[src/rtl/clockbox_pkg.sv]
// Shared constants for the clockbox: button indices on the io_in pins
// and the default cycle counts at the nominal 10 kHz system clock.
package clockbox_pkg;

    localparam int NUM_BTN   = 4;

    localparam int BTN_MODE  = 0;
    localparam int BTN_POWER = 1;
    localparam int BTN_STOP  = 2;
    localparam int BTN_START = 3;

    localparam int CLK_HZ              = 10000;
    localparam int DEBOUNCE_CYCLES_DEF = 200;    // 20 ms at CLK_HZ
    localparam int LONG_CYCLES_DEF     = 20000;  // 2 s at CLK_HZ

endpackage

[src/rtl/btn_channel.sv]
// One button channel: two-flop synchronizer, debounce counter,
// hold counter and single-cycle press/release/long-press pulses.
// All outputs are registered; nothing from i_raw reaches them combinationally.
module btn_channel
    import clockbox_pkg::*;
#(
    parameter int DEBOUNCE_CYCLES = DEBOUNCE_CYCLES_DEF,
    parameter int LONG_CYCLES     = LONG_CYCLES_DEF
) (
    input  logic i_clock,
    input  logic i_reset,
    input  logic i_raw,
    output logic o_level,
    output logic o_press,
    output logic o_release,
    output logic o_long_press
);

    localparam int DB_W   = $clog2(DEBOUNCE_CYCLES);
    localparam int HOLD_W = $clog2(LONG_CYCLES + 1);

    localparam logic [DB_W-1:0]   DB_LAST   = DB_W'(DEBOUNCE_CYCLES - 1);
    localparam logic [HOLD_W-1:0] HOLD_MAX  = HOLD_W'(LONG_CYCLES);
    localparam logic [HOLD_W-1:0] HOLD_PRE  = HOLD_W'(LONG_CYCLES - 1);

    logic              r_sync1;
    logic              r_sync2;
    logic [DB_W-1:0]   r_db_cnt;
    logic              r_level;
    logic              r_press;
    logic              r_release;
    logic [HOLD_W-1:0] r_hold_cnt;
    logic              r_long;

    logic w_diff;
    logic w_accept;

    assign w_diff   = (r_sync2 != r_level);
    assign w_accept = w_diff && (r_db_cnt == DB_LAST);

    // Bring the asynchronous pin into the clock domain.
    always_ff @(posedge i_clock) begin
        if (i_reset) begin
            r_sync1 <= 1'b0;
            r_sync2 <= 1'b0;
        end else begin
            r_sync1 <= i_raw;
            r_sync2 <= r_sync1;
        end
    end

    // Accept a level change only after it has been stable long enough;
    // any return to the current level restarts the count.
    always_ff @(posedge i_clock) begin
        if (i_reset) begin
            r_db_cnt  <= '0;
            r_level   <= 1'b0;
            r_press   <= 1'b0;
            r_release <= 1'b0;
        end else begin
            r_press   <= 1'b0;
            r_release <= 1'b0;
            if (!w_diff) begin
                r_db_cnt <= '0;
            end else if (w_accept) begin
                r_db_cnt  <= '0;
                r_level   <= r_sync2;
                r_press   <= r_sync2;
                r_release <= ~r_sync2;
            end else begin
                r_db_cnt <= r_db_cnt + DB_W'(1);
            end
        end
    end

    // Count how long the debounced level has been high; saturating at the
    // limit means the long pulse can fire only once per press.
    always_ff @(posedge i_clock) begin
        if (i_reset) begin
            r_hold_cnt <= '0;
            r_long     <= 1'b0;
        end else begin
            r_long <= 1'b0;
            if (!r_level || w_accept) begin
                r_hold_cnt <= '0;
            end else if (r_hold_cnt != HOLD_MAX) begin
                r_hold_cnt <= r_hold_cnt + HOLD_W'(1);
                r_long     <= (r_hold_cnt == HOLD_PRE);
            end
        end
    end

    assign o_level      = r_level;
    assign o_press      = r_press;
    assign o_release    = r_release;
    assign o_long_press = r_long;

endmodule

[src/rtl/clockbox_btn_conditioner.sv]
// Input conditioning for the four clockbox push-buttons.
// Bit order on every vector is {start, stop, power, mode}.
module clockbox_btn_conditioner
    import clockbox_pkg::*;
#(
    parameter int DEBOUNCE_CYCLES = DEBOUNCE_CYCLES_DEF,
    parameter int LONG_CYCLES     = LONG_CYCLES_DEF
) (
    input  logic               i_clock,
    input  logic               i_reset,
    input  logic [NUM_BTN-1:0] i_btn_raw,
    output logic [NUM_BTN-1:0] o_btn_level,
    output logic [NUM_BTN-1:0] o_press,
    output logic [NUM_BTN-1:0] o_release,
    output logic [NUM_BTN-1:0] o_long_press
);

    // Channels are identical and independent: no priority, no masking.
    for (genvar g = 0; g < NUM_BTN; g++) begin : g_chan
        btn_channel #(
            .DEBOUNCE_CYCLES (DEBOUNCE_CYCLES),
            .LONG_CYCLES     (LONG_CYCLES)
        ) u_chan (
            .i_clock      (i_clock),
            .i_reset      (i_reset),
            .i_raw        (i_btn_raw[g]),
            .o_level      (o_btn_level[g]),
            .o_press      (o_press[g]),
            .o_release    (o_release[g]),
            .o_long_press (o_long_press[g])
        );
    end

endmodule

[config.mk]
export PLATFORM = sky130hd
export DESIGN_NAME = clockbox_btn_conditioner
export DESIGN_NICKNAME = d
export VERILOG_FILES = /design/src/rtl/clockbox_pkg.sv /design/src/rtl/btn_channel.sv /design/src/rtl/clockbox_btn_conditioner.sv
export SDC_FILE = /design/constraint.sdc
export NUM_CORES = 1
export LEC_CHECK = 0
export ABC_AREA = 1
export ABC_CLOCK_PERIOD_IN_PS = 1300
export CAP_MARGIN = 20
export CORE_ASPECT_RATIO = 1.1
export CORE_UTILIZATION = 55
export CTS_CLUSTER_DIAMETER = 60
export DETAILED_ROUTE_END_ITERATION = 8
export PLACE_DENSITY = 0.76
export SLEW_MARGIN = 20
export SYNTH_ARGS = -nofsm -noshare
export SYNTH_HDL_FRONTEND = slang
export SYNTH_SLANG_ARGS = --single-unit
[constraint.sdc]
create_clock -name i_clock -period 1.3 [get_ports i_clock]
set_input_delay 0.13 -clock i_clock [delete_from_list [all_inputs] [get_ports i_clock]]
set_output_delay 0.13 -clock i_clock [all_outputs]
set_load 0.05 [all_outputs]
Yosys cells after proc, flatten, opt, wreduce, memory -nomap -nowiden
Cells that the tools add are included.

Flip-flop bits (word level): 116. Bits in latches: 0. RAM bits: 0. Memory bits (read-only): 0. Bits of input ports: 6. Output and inout port bits: 16. Logic and storage cells: 104. Memories: 0.

Add/subtract/negate cells: 8. Multipliers: 0. Div/mod/pow operators: 0. $lt $le $gt $ge: 0. Equal/unequal tests: 16. Shift operators: 0. Mux-type cells: 0. Bitwise gates (word level): 16. Reductions and logical operators: 32.

Operator list (count): $add A15 B1 Y15 const B (4); $eq A15 B15 Y1 const B (4); $ne A15 B15 Y1 const B (4); $reduce_or A3 Y1 (12); $add A8 B1 Y8 const B (4); $eq A8 B8 Y1 const B (4); $not A1 Y1 (16); $reduce_and A2 Y1 (4); $reduce_or A2 Y1 (4); $logic_and A1 B1 Y1 (4); $logic_not A1 Y1 (4); $logic_or A1 B1 Y1 (4); $ne A1 B1 Y1 (4).

Logic depth before layout (Yosys ltp)
Depth in word-level cells: 4. Depth in mapped cells: 8.

Hierarchy
From an unflattened synthesis, not the netlist that was laid out.

Cells, all modules: 748. Area total of the unflattened synthesis: 5361.4 um^2.

By module, submodules not included: btn_channel (g_chan[0].u_chan ...) (times used 3, cells an instance 185, area an instance 1313.8 um^2, seq. area each 580.6 um^2); btn_channel (g_chan[3].u_chan) (times used 1, cells an instance 193, area an instance 1420.1 um^2, seq. area each 580.6 um^2).

Least setup slack after synthesis
OpenSTA, ideal clock, no wires.

Kind: flip-flop to flip-flop. Start point: reg g_chan[1].u_chan.r_db_cnt[0]. End point: reg g_chan[1].u_chan.r_level. Setup time: 0.114 ns. Arrival time: 1.161 ns. Data required time: 1.186 ns. Slack: 0.025 ns. Stages on the path, launching flop included: 8. Buffers on the path: 1. Period minus slack after synthesis: 1.275 ns. Path through: dfxtp_1 > ha_1 > nand2_1 > nor2_1 > nand3_2 > nand3_2 > buf_4 > nand2_1.

Cells in the longest elaborated chain, start to end: 3.

RTL lines: start, declared (line btn_channel.sv:28) `logic [DB_W-1:0] r_db_cnt;`; start signal, assigned (line btn_channel.sv:71) `r_db_cnt <= r_db_cnt + DB_W'(1);`; $eq A8 B8 Y1 (line btn_channel.sv:39) `assign w_accept = w_diff && (r_db_cnt == DB_LAST);`; $logic_and A1 B1 Y1 (line btn_channel.sv:39); $reduce_and A2 Y1 (no source line); end signal, assigned (line btn_channel.sv:67) `r_level <= r_sync2;`; end, declared (line btn_channel.sv:29) `logic r_level;`.

Every way passes these cells. A chain may end at the register's enable or synchronous reset.

Final worst setup path
Start point: reg g_chan[2].u_chan.r_hold_cnt[0]. End point: reg g_chan[2].u_chan.r_hold_cnt[1].

Cells in the longest elaborated chain, start to end: 1. Elaborated cells between the ends (all ways): 2. Those cells by class: add/sub: 1; eq/ne: 1.

RTL lines: start, declared (line btn_channel.sv:32) `logic [HOLD_W-1:0] r_hold_cnt;`; start signal, assigned (line btn_channel.sv:87) `r_hold_cnt <= r_hold_cnt + HOLD_W'(1);`; $add A15 B1 Y15 or $ne A15 B15 Y1 (tied branches) (line btn_channel.sv:87, btn_channel.sv:86).

Parallel ways exist; a longest one is shown, timed or not.

==> summary.md <==
| Metric | Value |
|---|---|
| Initial Util | 0.571 |
| DR pass1 iterations | 5 |
| RSZ-0062 raised after global routing | true |
| Post-Place Cells | 900 |
| CTS Hold Buffers Added | 0 |
| Status | complete, no violations |
| Rel. slew slack | 0.778 |
| Initial DRC count | 207 |
| Die Span X | approximately 96 um |
| Post-Syn Area | 5390 sq um |
| Syn nets | about 770 |
| Syn avg cell area | a little over 7 sq um |
| Via density | approximately 5.3 |
| # setup viols final | 0 |
| Fin Clk Skew | a little under 0.01 ns |
| Worst Tran Pin Value | 0.333 ns |
| Vias in the first global route | between 4000 and 5000 |
| Sequential Power Share | 0.463 |
| Finished Layout Cells | between 900 and 1000 |
| Diode count | 0 |
| Mapped Cells | approximately 750 |
| Total global routing overflow | 0 |
| Share of the synthesized area in the top cell type | 0.431 |
| Vias after detailed routing | ~5000 |
| Primary FF master, synth | dfxtp_1 |
| CTS root buffer | clkbuf_8 |
| Layout cell share with drive strength beyond 1 | 0.242 |
| Buffer depth of the longest clock path | 2 |
| Most common cell in the netlist | nand2_1 |
| CTS tree | built |
| Clock sink count | 116 |
| Final Slew Violations | 0 |
| Worst Setup End Kind | register |
| First-pass GRT wire length | 19300 um |
| Yosys warnings | 0 |
| Worst setup SP type | register |
| Total negative slack | 0 ns |
| Clock power share | 0.526 |
| Top post-synthesis cells by area | dfxtp_1 43%, nand2_1 12%, nor2_1 8.4% |
| Synth async-reset ratio | 0 |
| Register area share after synthesis | 0.431 |
| Per-cell routed wire length | between 10 and 15 um |
| Top cells by count, synth | 167 x nand2_1, 120 x nor2_1, 116 x dfxtp_1, 94 x inv_1, 57 x nand3_1 |
| Area of the core | 9440 sq um |
| Max Cap Viol | 0 |
| Switching share of power | 0.204 |
| P&R area growth vs syn | 32.2% |
| Final period util | 0.987 |
| Initial antenna violation count | 0 |
| Chip height | ~110 um |
| EDFF count, synth | 0 |
| Setup Crit Path Kind | reg -> reg |
| Final ANT Viol Nets | 0 |
| Max VDD drop | 841 uV |
| Final Net Count | 832 |
| Die area | ~10000 sq um |
| Post-DP HPWL | around 7300 um |
| Worst Hold Class | in -> reg |
| Total GRT Usage | 0.242 |
| Clock latency on the worst-skew pair | around 0.52 ns |
| # port buffers | 21 |
| Clock transition at path regs | 0.05 ns |
| P_leak | between 0.002 and 0.003 uW |
| Final hold viol count | 0 |
| Post-Route WL | about 12000 um |
| Gpl congestion | around 0.85 |
| Fmax | around 0.78 GHz |
| Internal Power | around 6200 uW |
| CP Data Arrival Time | around 1.7 ns |
| Pwr dens | 1080 nW/um^2 |
| CP Data Required Time | 1.71 ns |
| Site Rows | 37 |
| Synth cell types | 24 |
| Combinational power share | 0.011 |
| Switching Power | 1570 uW |
| Htree depth | 4 |
| Cts bufs inserted | 17 |
| Post-synth top area cell | dfxtp_1 |
| Synth Register Bits | about 120 |
| Crit-path max FO | 3 |
| Largest net degree at the start of global routing | 18 |
| Ports | 22 |
| Min Tclk post-route | roughly 1.3 ns |
| # DRC | 0 |
layout make-up:
type / count / area (sq um)
Multi-Input combinational cell: 515 / 2900
Inverter: 97 / 367
Timing Repair Buffer: 67 / 830
Clock inverter: 5 / 25.0
Fill cell: 669 / 2320
Clock buffer: 25 / 494
Sequential cell: 116 / 2370
Tap cell: 117 / 146
cells in the final DEF (no fill, tap or decap), drive strengths merged:
master         netlist  final
a21oi               46     46
nand3b               2      2
o21bai               3      3
clkbuf               2     28
ha                  12     12
clkdlybuf4s50        0      5
inv                 97     97
or2                  7      7
o21ai                4      4
nand2              169    169
nor2               127    128
clkinv               0      5
buf                 20     59
dfxtp              116    116
xnor2                7      7
xor2                16     16
nor3                29     29
nand3               68     68
nand4               24     24
sequential cells by signal, summed over array words and instances (netlist names):
signal and flops:
g_chan.u_chan.r_hold_cnt 60, g_chan.u_chan.o_level 4, g_chan.u_chan.r_sync2 4, g_chan.u_chan.o_long_press 4, g_chan.u_chan.r_sync1 4, g_chan.u_chan.o_press 4
g_chan.u_chan.o_release 4, g_chan.u_chan.r_db_cnt 32
cell families (layout without fill, tap and decap cells):
logic type,count (synthesis),after routing,share of synthesized area
AO/OA/AOI/OAI,53,53,0.0520
XOR/XNOR,23,23,0.0374
adder cells (fa/ha/maj),12,12,0.0279
buffers and inverters,119,194,0.0968
flip-flops,116,116,0.431
AND/OR/NAND/NOR,426,427,0.355
worst paths after layout:
kind / startpoint / to / slack [ns] / depth (start not counted)
worst min register to register: g_chan[3].u_chan.r_sync1 / g_chan[3].u_chan.r_sync2 / 0.41 / 2
worst max register to register: g_chan[2].u_chan.r_hold_cnt[0] / g_chan[2].u_chan.r_hold_cnt[1] / 0.02 / 8
worst max-delay path: g_chan[2].u_chan.r_hold_cnt[0] / g_chan[2].u_chan.r_hold_cnt[1] / 0.02 / 8
worst min-delay path: i_btn_raw[2] / g_chan[2].u_chan.r_sync1 / 0.13 / 3
stage by stage:
stage | instance area (sq um) | util | worst slack, ns | total power [uW] | hold WS [ns]
finish | 7130 | 0.755 | 0.0168 | 7720 | 0.132
global route | 7130 | 0.755 | -0.0425 | 7950 | 0.139
CTS | 6750 | 0.715 | -0.0325 | 7760 | 0.123
detailed placement | 6060 | 0.642 | -0.106 | 3730 | 0.399
global placement | 6060 | 0.642 | -0.0381 | 3730 | 0.393
floorplan | 5390 | - | 0.0248 | 3690 | 0.237
what timing repair did:
item / in CTS / in global routing
pin swaps: 5 / 22
endpoints found under the setup margin: 71 / 84
gates cloned: 1 / 4
setup buffers: 5 / 5
gates resized for setup: 30 / 90
routing by layer:
metal,share of wire,vias up,GRT usage
met5,0,-,0
li1,-,2508,-
met2,0.54,128,0.428
met1,0.41,2301,0.270
met3,0.038,22,0.0541
met4,0.015,0,0.113
power by group through the flow:
stage          clock, uW  combinational (uW)  sequential, uW
2_1_floorplan          0                37.6            3650
3_3_place_gp           0                71.1            3660
3_5_place_dp           0                73.2            3660
4_1_cts             4100                77.4            3580
5_1_grt             4280                97.2            3570
6_report            4060                87.0            3580
worst max-delay path: stages (launching register included):
cell and delay (ns):
dfxtp_2 0.33, buf_4 0.15, inv_4 0.06, ha_2 0.16
nand3_2 0.08, nor2_4 0.13, nand2_2 0.10, nand2_1 0.10
a21oi_1 0.06
Note: power is estimated with default switching activity, not from simulation.
